===== src/rtl/wb_pkg.sv =====
// Shared definitions for the register-file writeback block.
// Holds the result-source and destination-select encodings, the controller
// state encoding, the link register number and the datapath widths.
package wb_pkg;

  localparam int DATA_W = 16;
  localparam int REG_W  = 3;

  // Result source select (regsrc)
  typedef enum logic [1:0] {
    SRC_ALU = 2'b00,
    SRC_MEM = 2'b01,
    SRC_PC2 = 2'b10,
    SRC_IMM = 2'b11
  } src_e;

  // Destination select (regdst): which instruction field names the register
  typedef enum logic [1:0] {
    DST_7_5  = 2'b00,
    DST_10_8 = 2'b01,
    DST_4_2  = 2'b10,
    DST_LINK = 2'b11
  } dst_e;

  // Controller state
  typedef enum logic [1:0] {
    IDLE     = 2'b00,
    MEM_WAIT = 2'b01,
    HALTED   = 2'b10
  } state_e;

  localparam logic [REG_W-1:0] REG_LINK = 3'd7;

endpackage


===== src/rtl/writeback_ctrl_if.sv =====
// Bundle of every non-clock signal of the writeback controller.
//   Upstream retire port : in_valid/in_ready handshake plus instruction,
//                          regdst, regwrt, regsrc, halt, alu_result,
//                          pc_plus2, imm.
//   Data-memory load port: mem_req, mem_addr, mem_ack, mem_rdata.
//   Register-file port   : wb_en, wb_reg, wb_data.
//   Status               : halted, err.
// master = environment side (pipeline, memory, register file);
// slave  = writeback controller side.
interface writeback_ctrl_if;
  import wb_pkg::*;

  logic              in_valid;
  logic              in_ready;
  logic [DATA_W-1:0] instruction;
  logic [1:0]        regdst;
  logic              regwrt;
  logic [1:0]        regsrc;
  logic              halt;
  logic [DATA_W-1:0] alu_result;
  logic [DATA_W-1:0] pc_plus2;
  logic [DATA_W-1:0] imm;

  logic              mem_req;
  logic [DATA_W-1:0] mem_addr;
  logic              mem_ack;
  logic [DATA_W-1:0] mem_rdata;

  logic              wb_en;
  logic [REG_W-1:0]  wb_reg;
  logic [DATA_W-1:0] wb_data;

  logic              halted;
  logic              err;

  modport master (
    output in_valid, instruction, regdst, regwrt, regsrc, halt,
           alu_result, pc_plus2, imm, mem_ack, mem_rdata,
    input  in_ready, mem_req, mem_addr, wb_en, wb_reg, wb_data, halted, err
  );

  modport slave (
    input  in_valid, instruction, regdst, regwrt, regsrc, halt,
           alu_result, pc_plus2, imm, mem_ack, mem_rdata,
    output in_ready, mem_req, mem_addr, wb_en, wb_reg, wb_data, halted, err
  );

endinterface


===== src/rtl/mux4_1.sv =====
// Generic 4:1 multiplexer of width W.
//   sel        : 2-bit select
//   in0..in3   : data inputs, chosen by sel = 0..3
//   out        : selected input
module mux4_1 #(
  parameter int W = 16
) (
  input  logic [1:0]   sel,
  input  logic [W-1:0] in0,
  input  logic [W-1:0] in1,
  input  logic [W-1:0] in2,
  input  logic [W-1:0] in3,
  output logic [W-1:0] out
);

  always_comb begin
    out = in0;
    case (sel)
      2'd1:    out = in1;
      2'd2:    out = in2;
      2'd3:    out = in3;
      default: out = in0;
    endcase
  end

endmodule


===== src/rtl/wb_timeout_counter.sv =====
// Load-timeout counter for the writeback controller.
//   clk, rst_n : clock, asynchronous active-low reset
//   clr        : return the count to zero (wins over en)
//   en         : advance the count by one
//   term       : count has reached TIMEOUT-1
module wb_timeout_counter #(
  parameter int TIMEOUT = 16,
  parameter int CNT_W   = 5
) (
  input  logic clk,
  input  logic rst_n,
  input  logic clr,
  input  logic en,
  output logic term
);

  logic [CNT_W-1:0] cnt_q;

  always_ff @(posedge clk or negedge rst_n) begin
    if (!rst_n) begin
      cnt_q <= '0;
    end else if (clr) begin
      cnt_q <= '0;
    end else if (en) begin
      cnt_q <= cnt_q + CNT_W'(1);
    end
  end

  assign term = (cnt_q == CNT_W'(TIMEOUT - 1));

endmodule


===== src/rtl/writeback_ctrl.sv =====
// Writeback controller: write side of the register file read by decode.
// Accepts retiring instructions (in_valid/in_ready), resolves destination
// register and result source, sequences variable-latency loads from data
// memory, and emits a one-cycle register-file write pulse. Also owns the
// halt state and a sticky load-timeout error.
//   clk, rst : clock, asynchronous active-low reset
//   bus      : writeback_ctrl_if.slave (retire, load, write and status ports)
// Parameters: TIMEOUT = cycles allowed in MEM_WAIT before a load is
// abandoned (>=2); CNT_W = timeout counter width, 2**CNT_W > TIMEOUT.
module writeback_ctrl
  import wb_pkg::*;
#(
  parameter int TIMEOUT = 16,
  parameter int CNT_W   = 5
) (
  input  logic              clk,
  input  logic              rst,
  writeback_ctrl_if.slave   bus
);

  state_e            state_q, state_d;
  logic              accept;
  logic              wr_now, start_load, load_done, load_to;
  logic              cnt_term, cnt_clr, cnt_en;

  logic [REG_W-1:0]  dst_sel;
  logic [DATA_W-1:0] src_sel;

  logic              wb_en_p1;
  logic [REG_W-1:0]  wb_reg_p1;
  logic [DATA_W-1:0] wb_data_p1;
  logic [DATA_W-1:0] mem_addr_p1;
  logic [REG_W-1:0]  dst_lat;
  logic              regwrt_lat;
  logic              err_q;

  // Opcode bits outside the three register fields are not needed here.
  logic              unused_instr_bits;
  assign unused_instr_bits = ^{bus.instruction[15:11], bus.instruction[1:0]};

  mux4_1 #(.W(REG_W)) u_dst_mux (
    .sel (bus.regdst),
    .in0 (bus.instruction[7:5]),
    .in1 (bus.instruction[10:8]),
    .in2 (bus.instruction[4:2]),
    .in3 (REG_LINK),
    .out (dst_sel)
  );

  // The memory leg is never taken for immediate writes; loads return later.
  mux4_1 #(.W(DATA_W)) u_src_mux (
    .sel (bus.regsrc),
    .in0 (bus.alu_result),
    .in1 (bus.mem_rdata),
    .in2 (bus.pc_plus2),
    .in3 (bus.imm),
    .out (src_sel)
  );

  wb_timeout_counter #(.TIMEOUT(TIMEOUT), .CNT_W(CNT_W)) u_timeout (
    .clk   (clk),
    .rst_n (rst),
    .clr   (cnt_clr),
    .en    (cnt_en),
    .term  (cnt_term)
  );

  assign bus.in_ready = (state_q == IDLE);
  assign bus.mem_req  = (state_q == MEM_WAIT);
  assign bus.halted   = (state_q == HALTED);
  assign accept       = bus.in_valid & bus.in_ready;

  // Counter only runs while a load is outstanding; it restarts from zero
  // on every new load because it is held clear everywhere else.
  assign cnt_en  = (state_q == MEM_WAIT);
  assign cnt_clr = (state_q != MEM_WAIT) | bus.mem_ack | cnt_term;

  always_comb begin
    state_d    = state_q;
    wr_now     = 1'b0;
    start_load = 1'b0;
    load_done  = 1'b0;
    load_to    = 1'b0;
    case (state_q)
      IDLE: begin
        if (accept) begin
          if (bus.halt) begin
            state_d = HALTED;
          end else if (bus.regsrc == SRC_MEM) begin
            state_d    = MEM_WAIT;
            start_load = 1'b1;
          end else begin
            wr_now = bus.regwrt;
          end
        end
      end
      MEM_WAIT: begin
        // Ack takes priority over a coincident timeout.
        if (bus.mem_ack) begin
          load_done = 1'b1;
          state_d   = IDLE;
        end else if (cnt_term) begin
          load_to = 1'b1;
          state_d = IDLE;
        end
      end
      HALTED:  state_d = HALTED;
      default: state_d = IDLE;
    endcase
  end

  // ---- stage p1: registered write port, load context, error flag ----
  always_ff @(posedge clk or negedge rst) begin
    if (!rst) begin
      state_q     <= IDLE;
      wb_en_p1    <= 1'b0;
      wb_reg_p1   <= '0;
      wb_data_p1  <= '0;
      mem_addr_p1 <= '0;
      dst_lat     <= '0;
      regwrt_lat  <= 1'b0;
      err_q       <= 1'b0;
    end else begin
      state_q  <= state_d;
      wb_en_p1 <= wr_now | (load_done & regwrt_lat);
      if (wr_now) begin
        wb_reg_p1  <= dst_sel;
        wb_data_p1 <= src_sel;
      end else if (load_done) begin
        wb_reg_p1  <= dst_lat;
        wb_data_p1 <= bus.mem_rdata;
      end
      if (start_load) begin
        mem_addr_p1 <= bus.alu_result;
        dst_lat     <= dst_sel;
        regwrt_lat  <= bus.regwrt;
      end
      if (load_to) begin
        err_q <= 1'b1;
      end
    end
  end

  assign bus.wb_en    = wb_en_p1;
  assign bus.wb_reg   = wb_reg_p1;
  assign bus.wb_data  = wb_data_p1;
  assign bus.mem_addr = mem_addr_p1;
  assign bus.err      = err_q;

endmodule


===== src/flat_wrapper.sv =====
// flat-port wrapper written by rule: the top's interface ports become plain ports
module writeback_ctrl_flat import wb_pkg::*;
#(
  parameter int TIMEOUT = 16,
  parameter int CNT_W   = 5
)
  (clk, rst, bus_in_valid, bus_instruction, bus_regdst, bus_regwrt, bus_regsrc, bus_halt, bus_alu_result, bus_pc_plus2, bus_imm, bus_mem_ack, bus_mem_rdata, bus_in_ready, bus_mem_req, bus_mem_addr, bus_wb_en, bus_wb_reg, bus_wb_data, bus_halted, bus_err);
  writeback_ctrl_if bus_i ();
  input  logic clk;
  input  logic rst;
  input wire logic [$bits(bus_i.in_valid)-1:0] bus_in_valid;
  input wire logic [$bits(bus_i.instruction)-1:0] bus_instruction;
  input wire logic [$bits(bus_i.regdst)-1:0] bus_regdst;
  input wire logic [$bits(bus_i.regwrt)-1:0] bus_regwrt;
  input wire logic [$bits(bus_i.regsrc)-1:0] bus_regsrc;
  input wire logic [$bits(bus_i.halt)-1:0] bus_halt;
  input wire logic [$bits(bus_i.alu_result)-1:0] bus_alu_result;
  input wire logic [$bits(bus_i.pc_plus2)-1:0] bus_pc_plus2;
  input wire logic [$bits(bus_i.imm)-1:0] bus_imm;
  input wire logic [$bits(bus_i.mem_ack)-1:0] bus_mem_ack;
  input wire logic [$bits(bus_i.mem_rdata)-1:0] bus_mem_rdata;
  output wire logic [$bits(bus_i.in_ready)-1:0] bus_in_ready;
  output wire logic [$bits(bus_i.mem_req)-1:0] bus_mem_req;
  output wire logic [$bits(bus_i.mem_addr)-1:0] bus_mem_addr;
  output wire logic [$bits(bus_i.wb_en)-1:0] bus_wb_en;
  output wire logic [$bits(bus_i.wb_reg)-1:0] bus_wb_reg;
  output wire logic [$bits(bus_i.wb_data)-1:0] bus_wb_data;
  output wire logic [$bits(bus_i.halted)-1:0] bus_halted;
  output wire logic [$bits(bus_i.err)-1:0] bus_err;
  assign bus_i.in_valid = bus_in_valid;
  assign bus_i.instruction = bus_instruction;
  assign bus_i.regdst = bus_regdst;
  assign bus_i.regwrt = bus_regwrt;
  assign bus_i.regsrc = bus_regsrc;
  assign bus_i.halt = bus_halt;
  assign bus_i.alu_result = bus_alu_result;
  assign bus_i.pc_plus2 = bus_pc_plus2;
  assign bus_i.imm = bus_imm;
  assign bus_i.mem_ack = bus_mem_ack;
  assign bus_i.mem_rdata = bus_mem_rdata;
  assign bus_in_ready = bus_i.in_ready;
  assign bus_mem_req = bus_i.mem_req;
  assign bus_mem_addr = bus_i.mem_addr;
  assign bus_wb_en = bus_i.wb_en;
  assign bus_wb_reg = bus_i.wb_reg;
  assign bus_wb_data = bus_i.wb_data;
  assign bus_halted = bus_i.halted;
  assign bus_err = bus_i.err;
  writeback_ctrl #(.TIMEOUT(TIMEOUT), .CNT_W(CNT_W)) u_core (.clk(clk), .rst(rst), .bus(bus_i));
endmodule

===== config.mk =====
export PLATFORM = sky130hd
export DESIGN_NAME = writeback_ctrl_flat
export DESIGN_NICKNAME = d
export VERILOG_FILES = /design/src/rtl/wb_pkg.sv /design/src/rtl/writeback_ctrl_if.sv /design/src/rtl/mux4_1.sv /design/src/rtl/wb_timeout_counter.sv /design/src/rtl/writeback_ctrl.sv /design/src/flat_wrapper.sv
export SDC_FILE = /design/constraint.sdc
export NUM_CORES = 1
export LEC_CHECK = 0
export BUFFER_PORTS_ARGS = -buffer_cell sky130_fd_sc_hd__buf_2
export CORE_ASPECT_RATIO = 1.1
export CORE_UTILIZATION = 46
export CTS_CLUSTER_DIAMETER = 200
export DETAILED_ROUTE_END_ITERATION = 8
export PLACE_DENSITY_LB_ADDON = 0.3
export REMOVE_ABC_BUFFERS = 1
export SLEW_MARGIN = 10
export SYNTH_ARGS = -nofsm -noshare
export SYNTH_HDL_FRONTEND = slang
export SYNTH_SLANG_ARGS = --single-unit

===== constraint.sdc =====
create_clock -name clk -period 1.7 [get_ports clk]
set_input_delay 0.17 -clock clk [delete_from_list [all_inputs] [get_ports clk]]
set_output_delay 0.17 -clock clk [all_outputs]
set_load 0.01 [all_outputs]

* Yosys cells after proc, flatten, opt, wreduce, memory -nomap -nowiden
Index checks and enable logic that the tools add are counted.
** Storage, ports and cells
- Register bits after elaboration :: 48
- Input bits :: 90
** Operators by class
- $add $sub $neg :: 1
- Equality and inequality tests :: 13
- Multiplexer cells :: 27
- Bitwise operators :: 5
- Reductions and logical operators :: 4
** Operators with widths (count)
- $pmux W16 S3 :: 1
- $mux W16 :: 2
- $mux W1 :: 13
- $eq A2 B2 Y1 const B :: 5
- $mux W2 :: 5
- $mux W5 :: 2
- $pmux W3 S3 :: 1
- $eq A2 B1 Y1 const B :: 3
- $mux W3 :: 2
- $pmux W2 S3 :: 1
- $add A5 B1 Y5 const B :: 1
- $eq A5 B4 Y1 const B :: 1
- $reduce_bool A2 Y1 :: 2
- $ne A3 B2 Y1 const B :: 1
- $ne A3 B3 Y1 const B :: 1
- $or A1 B1 Y1 :: 3
- $reduce_and A3 Y1 :: 1
- $and A1 B1 Y1 :: 2
- $logic_not A2 Y1 :: 1
- $ne A2 B1 Y1 const B :: 1
- $ne A2 B2 Y1 const B :: 1

* Longest topological paths before layout
- Depth in word-level cells :: 6
- Mapped depth :: 5

* By module
Synthesis repeated with hierarchy kept, for this count alone.
** Unflattened totals
- Cell total of the unflattened synthesis :: 171
- Area, all modules :: 2648.8 um^2
** By module, submodules not included
- writeback_ctrl :: times used 1, cells each 125, area each 1875.5 um^2
- mux4_1 (u_core.u_src_mux) :: times used 1, cells each 20, area each 424.2 um^2
- wb_timeout_counter :: times used 1, cells each 23, area each 270.3 um^2
- mux4_1 (u_core.u_dst_mux) :: times used 1, cells each 3, area each 78.8 um^2

* Worst setup path after synthesis
Ideal clock, no wire load.
- Kind :: flip-flop to flip-flop
- From :: reg u_core.state_q[1]
- To :: reg u_core.mem_addr_p1[10], in the netlist u_core.bus.mem_addr[10]
- Arrival :: 1.453 ns
- Data required time :: 1.575 ns
- Setup slack :: 0.122 ns
- Stages on the path, launching flop included :: 5
- Buffers on the path :: 1
- Period minus slack after synthesis :: 1.578 ns
- Cells stage by stage :: dfrtp_1 nor4b_4 nand3b_2 buf_6 mux2_4
** On the way
- Word-level cells in the longest chain between the ends :: 4
** Ends and longest elaborated chain
- start, declared :: line writeback_ctrl.sv:21 : state_e state_q, state_d;
- start signal, assigned :: line writeback_ctrl.sv:124 : state_q <= state_d;
- $logic_not A2 Y1 * :: line writeback_ctrl.sv:68, writeback_ctrl.sv:84
- $and A1 B1 Y1 :: line writeback_ctrl.sv:71 : assign accept = bus.in_valid & bus.in_ready;
- $mux W1 :: line writeback_ctrl.sv:86 : if (accept) begin
- $mux W1 * :: line writeback_ctrl.sv:84 : case (state_q)
- end signal, assigned :: line writeback_ctrl.sv:134 : mem_addr_p1 <= bus.alu_result;
- end, declared :: line writeback_ctrl.sv:32 : logic [DATA_W-1:0] mem_addr_p1;
Mark *: on every way between the ends. The rest lies on a longest branch, timed or not.
A chain may end at the register's enable or synchronous reset.

* Worst setup path in the final report
- From :: reg u_core.u_timeout.cnt_q[0]
- To :: reg u_core.u_timeout.cnt_q[2]
** On the way
- Word-level cells in the longest chain between the ends :: 3
** Ends and longest elaborated chain
- start, declared :: line wb_timeout_counter.sv:17 : logic [CNT_W-1:0] cnt_q;
- start signal, assigned :: line wb_timeout_counter.sv:25 : cnt_q <= cnt_q + CNT_W'(1);
- $add A5 B1 Y5 or $eq A5 B4 Y1 (tied branches) :: line wb_timeout_counter.sv:25, wb_timeout_counter.sv:29
- $mux W5 or $or A1 B1 Y1 (tied branches) :: line wb_timeout_counter.sv:24, writeback_ctrl.sv:76
- $mux W5 or $reduce_bool A2 Y1 (tied branches)
Several ways; a longest one is shown, not always the timed one. The select of a mux whose other input is x is not followed.

==> impl_metrics.env <==
export IMPL_ios=130
export IMPL_dpl_cell_count=413
export IMPL_hold_path_class="primary input to flop"
export IMPL_cts_made_buffers=5
export IMPL_synth_avg_cell_area_um2=11.84
export IMPL_synth_edf_count=0
export IMPL_clk_latency_ns=0.30
export IMPL_overflow=0
export IMPL_post_place_ws_ns=0.06229
export IMPL_hold_end="u_core.u_timeout.cnt_q[3]$_DFFE_PN0P_"
export IMPL_postRouteWirelength_mm=6.426
export IMPL_ys_types=35
export IMPL_first_global_vias=2341
export IMPL_netlist_area_um2=2557
export IMPL_cts_tree="built"
export IMPL_crit_type="flop to flop"
export IMPL_path_max_fanout=5
export IMPL_vias=2216
export IMPL_numPortBuffers=122
export IMPL_clockRootBuffer="clkbuf_8"
export IMPL_r2r_end="u_core.u_timeout.cnt_q[2]$_DFFE_PN0P_"
export IMPL_crit_reg2reg_launch="u_core.u_timeout.cnt_q[0]$_DFFE_PN0P_"
export IMPL_p_leak_uw=0.001844
export IMPL_grt_total_usage_pct=23.22
export IMPL_grt_pass1_wl_mm=10.49
export IMPL_layout_cells_non_filler=422
export IMPL_max_slew_worst_pin_slew_ns=0.3481
export IMPL_fin_crit_ns=1.604
export IMPL_power_density_nw_per_um2=886.5
export IMPL_final_area_um2=3422
export IMPL_yosysSeqAreaShare_pct=46.97
export IMPL_reg2reg_depth=5
export IMPL_critPathCaptureType="flop"
export IMPL_clock_fmax_mhz=623.3
export IMPL_yosys_warnings=0
export IMPL_rows=28
export IMPL_hold_path_depth=2
export IMPL_fillers=462
export IMPL_r2r_setup_slack_ns=0.1
export IMPL_cp_required_ns=1.92
export IMPL_arrival_ns=1.83
export IMPL_layout_drive_gt1_share_pct=52.74
export IMPL_async_flop_share_pct=100.0
export IMPL_synthCells=216
export IMPL_htree_levels=2
export IMPL_diodes=0
export IMPL_path_clk_slew_ns=0.09
export IMPL_drc_errors=0
export IMPL_hpwl_mm=4.731
export IMPL_fin_crit_sh_pct=94.37
export IMPL_start_util_pct=47.71
export IMPL_synth_ff_type="dfrtp_1"
export IMPL_final_util_pct=63.84
export IMPL_antenna_found_initial=0
export IMPL_drtPass1Iterations=4
export IMPL_place_area_um2=3309
export IMPL_hold_viol_final=0
export IMPL_start_kind="flop"
export IMPL_vias_per_cell=5.251
export IMPL_max_slew_margin_pct=76.79
export IMPL_peakVddDrop_v=0.0004525
export IMPL_final_nets=439
export IMPL_core_um2=5360
export IMPL_min_from="bus_mem_ack"
export IMPL_rsz0062_at_grt="false"
export IMPL_clock_skew_ns=0.01193
export IMPL_status="finished clean"
export IMPL_die_width_um=73.10
export IMPL_grt_max_degree=49
export IMPL_place_congestion=0.7644
export IMPL_cts_sinks=48
export IMPL_fin_tns_setup_ns=0
export IMPL_die_h_um=80.20
export IMPL_synthToLayoutAreaGrowth_pct=33.81
export IMPL_drv_cap=0
export IMPL_ant_nets=0
export IMPL_worst_slack_ns=0.09576
export IMPL_finalSetupViolCount=0
export IMPL_drt_iter0_drc=81
export IMPL_cts_path_max_buffers=2
export IMPL_drt_wirelength_per_cell_um=15.23
export IMPL_slew_viol_final=0
export IMPL_dieArea_um2=5862
export IMPL_yosys_register_bits=48
-- synth_stat cells (2+ instances only) --
master / n / share of area (%)
mux2_4: 16 / 9.4
o22ai_1: 3 / 0.73
nand2b_1: 3 / 0.73
buf_2: 5 / 0.98
o2bb2ai_1: 3 / 1.0
ha_1: 3 / 1.5
and3_1: 2 / 0.49
a22oi_1: 13 / 3.8
a32oi_1: 3 / 1.0
a311oi_1: 13 / 4.5
a211oi_1: 13 / 3.8
nand2_1: 9 / 1.3
inv_1: 6 / 0.88
dfrtp_1: 48 / 47
mux2_2: 17 / 7.5
buf_6: 2 / 0.88
clkbuf_1: 8 / 1.2
nor2_1: 21 / 3.1
mux2i_1: 12 / 4.7
-- logic make-up (layout without fill, tap and decap cells) --
group	after synthesis	count (layout)	synth area share (%)
compound gates	50	50	15.36
flops	48	48	46.97
simple gates	46	46	9.737
mux	45	45	21.58
buf+inv	22	153	4.207
fa+ha+maj	3	3	1.468
xor+xnor	2	2	0.6851
-- placed cells by master (no fill, tap or decap), types with 6 or more instances in the layout --
master      n
a211oi_1   13
a22oi_1    13
a311oi_1   13
buf_2     122
buf_4      14
clkbuf_8    6
dfrtp_1    48
inv_1       6
mux2_2     17
mux2_4     16
mux2i_1    12
nand2_1     9
nor2_1     21
-- timing repair --
item,4_1_cts,5_1_grt
endpoints found under the hold margin,48,0
resized for setup,0,2
hold buffers,1,0
buffers inserted,0,0
setup endpoints to repair,0,11
-- worst max-delay path, stage by stage, from the launching register on --
cell and delay (ns):
dfrtp_1 0.41, ha_1 0.23, and3_1 0.20, ha_1 0.18, or3_4 0.40, nor2_1 0.12
-- worst max-delay path by stage --
stage                                                       end  cells after the start                             startpoint
after floorplan              u_core.bus.mem_addr[0]$_DFFE_PN0P_                      3          u_core.state_q[1]$_DFFE_PN0P_
after global placement    u_core.u_timeout.cnt_q[2]$_DFFE_PN0P_                      5  u_core.u_timeout.cnt_q[0]$_DFFE_PN0P_
after detailed placement  u_core.u_timeout.cnt_q[4]$_DFFE_PN0P_                      5  u_core.u_timeout.cnt_q[0]$_DFFE_PN0P_
after CTS                 u_core.u_timeout.cnt_q[4]$_DFFE_PN0P_                      5  u_core.u_timeout.cnt_q[0]$_DFFE_PN0P_
after global routing          u_core.bus.wb_data[0]$_DFFE_PN0P_                      5          u_core.state_q[1]$_DFFE_PN0P_
final                     u_core.u_timeout.cnt_q[2]$_DFFE_PN0P_                      5  u_core.u_timeout.cnt_q[0]$_DFFE_PN0P_
-- stage by stage --
step	hold WS (ns)	power [uW]
6_report	0.09523	3034
5_1_grt	0.1093	3193
4_1_cts	0.09251	3067
3_5_place_dp	0.1764	2354
3_3_place_gp	0.1756	2318
2_1_floorplan	-0.1256	1907
-- power breakdown --
group	internal (uW)	total [uW]	switching, uW
clock network	331	708	377
logic	451	860	409
registers	1350	1470	111
total	2140	3030	896
-- layer usage --
layer,wire length (um),GRT usage (%)
met1,2725,28.01
met2,3299,41.94
met3,358,4.141
met4,43,6.275
met5,0,0
-- area by class of cell --
| cell class | count | area (um2) | share of cell area [%] |
|---|---|---|---|
| Inverter | 6 | 22.52 | 0.6581 |
| Clock inverter | 1 | 7.507 | 0.2194 |
| Clock buffer | 7 | 86.33 | 2.523 |
| Tap cell | 75 | 93.84 | 2.742 |
| Timing Repair Buffer | 139 | 757.0 | 22.12 |
| Multi-Input combinational cell | 146 | 1254 | 36.64 |
| Sequential cell | 48 | 1201 | 35.10 |
Note: power is estimated with default switching activity, not from simulation.
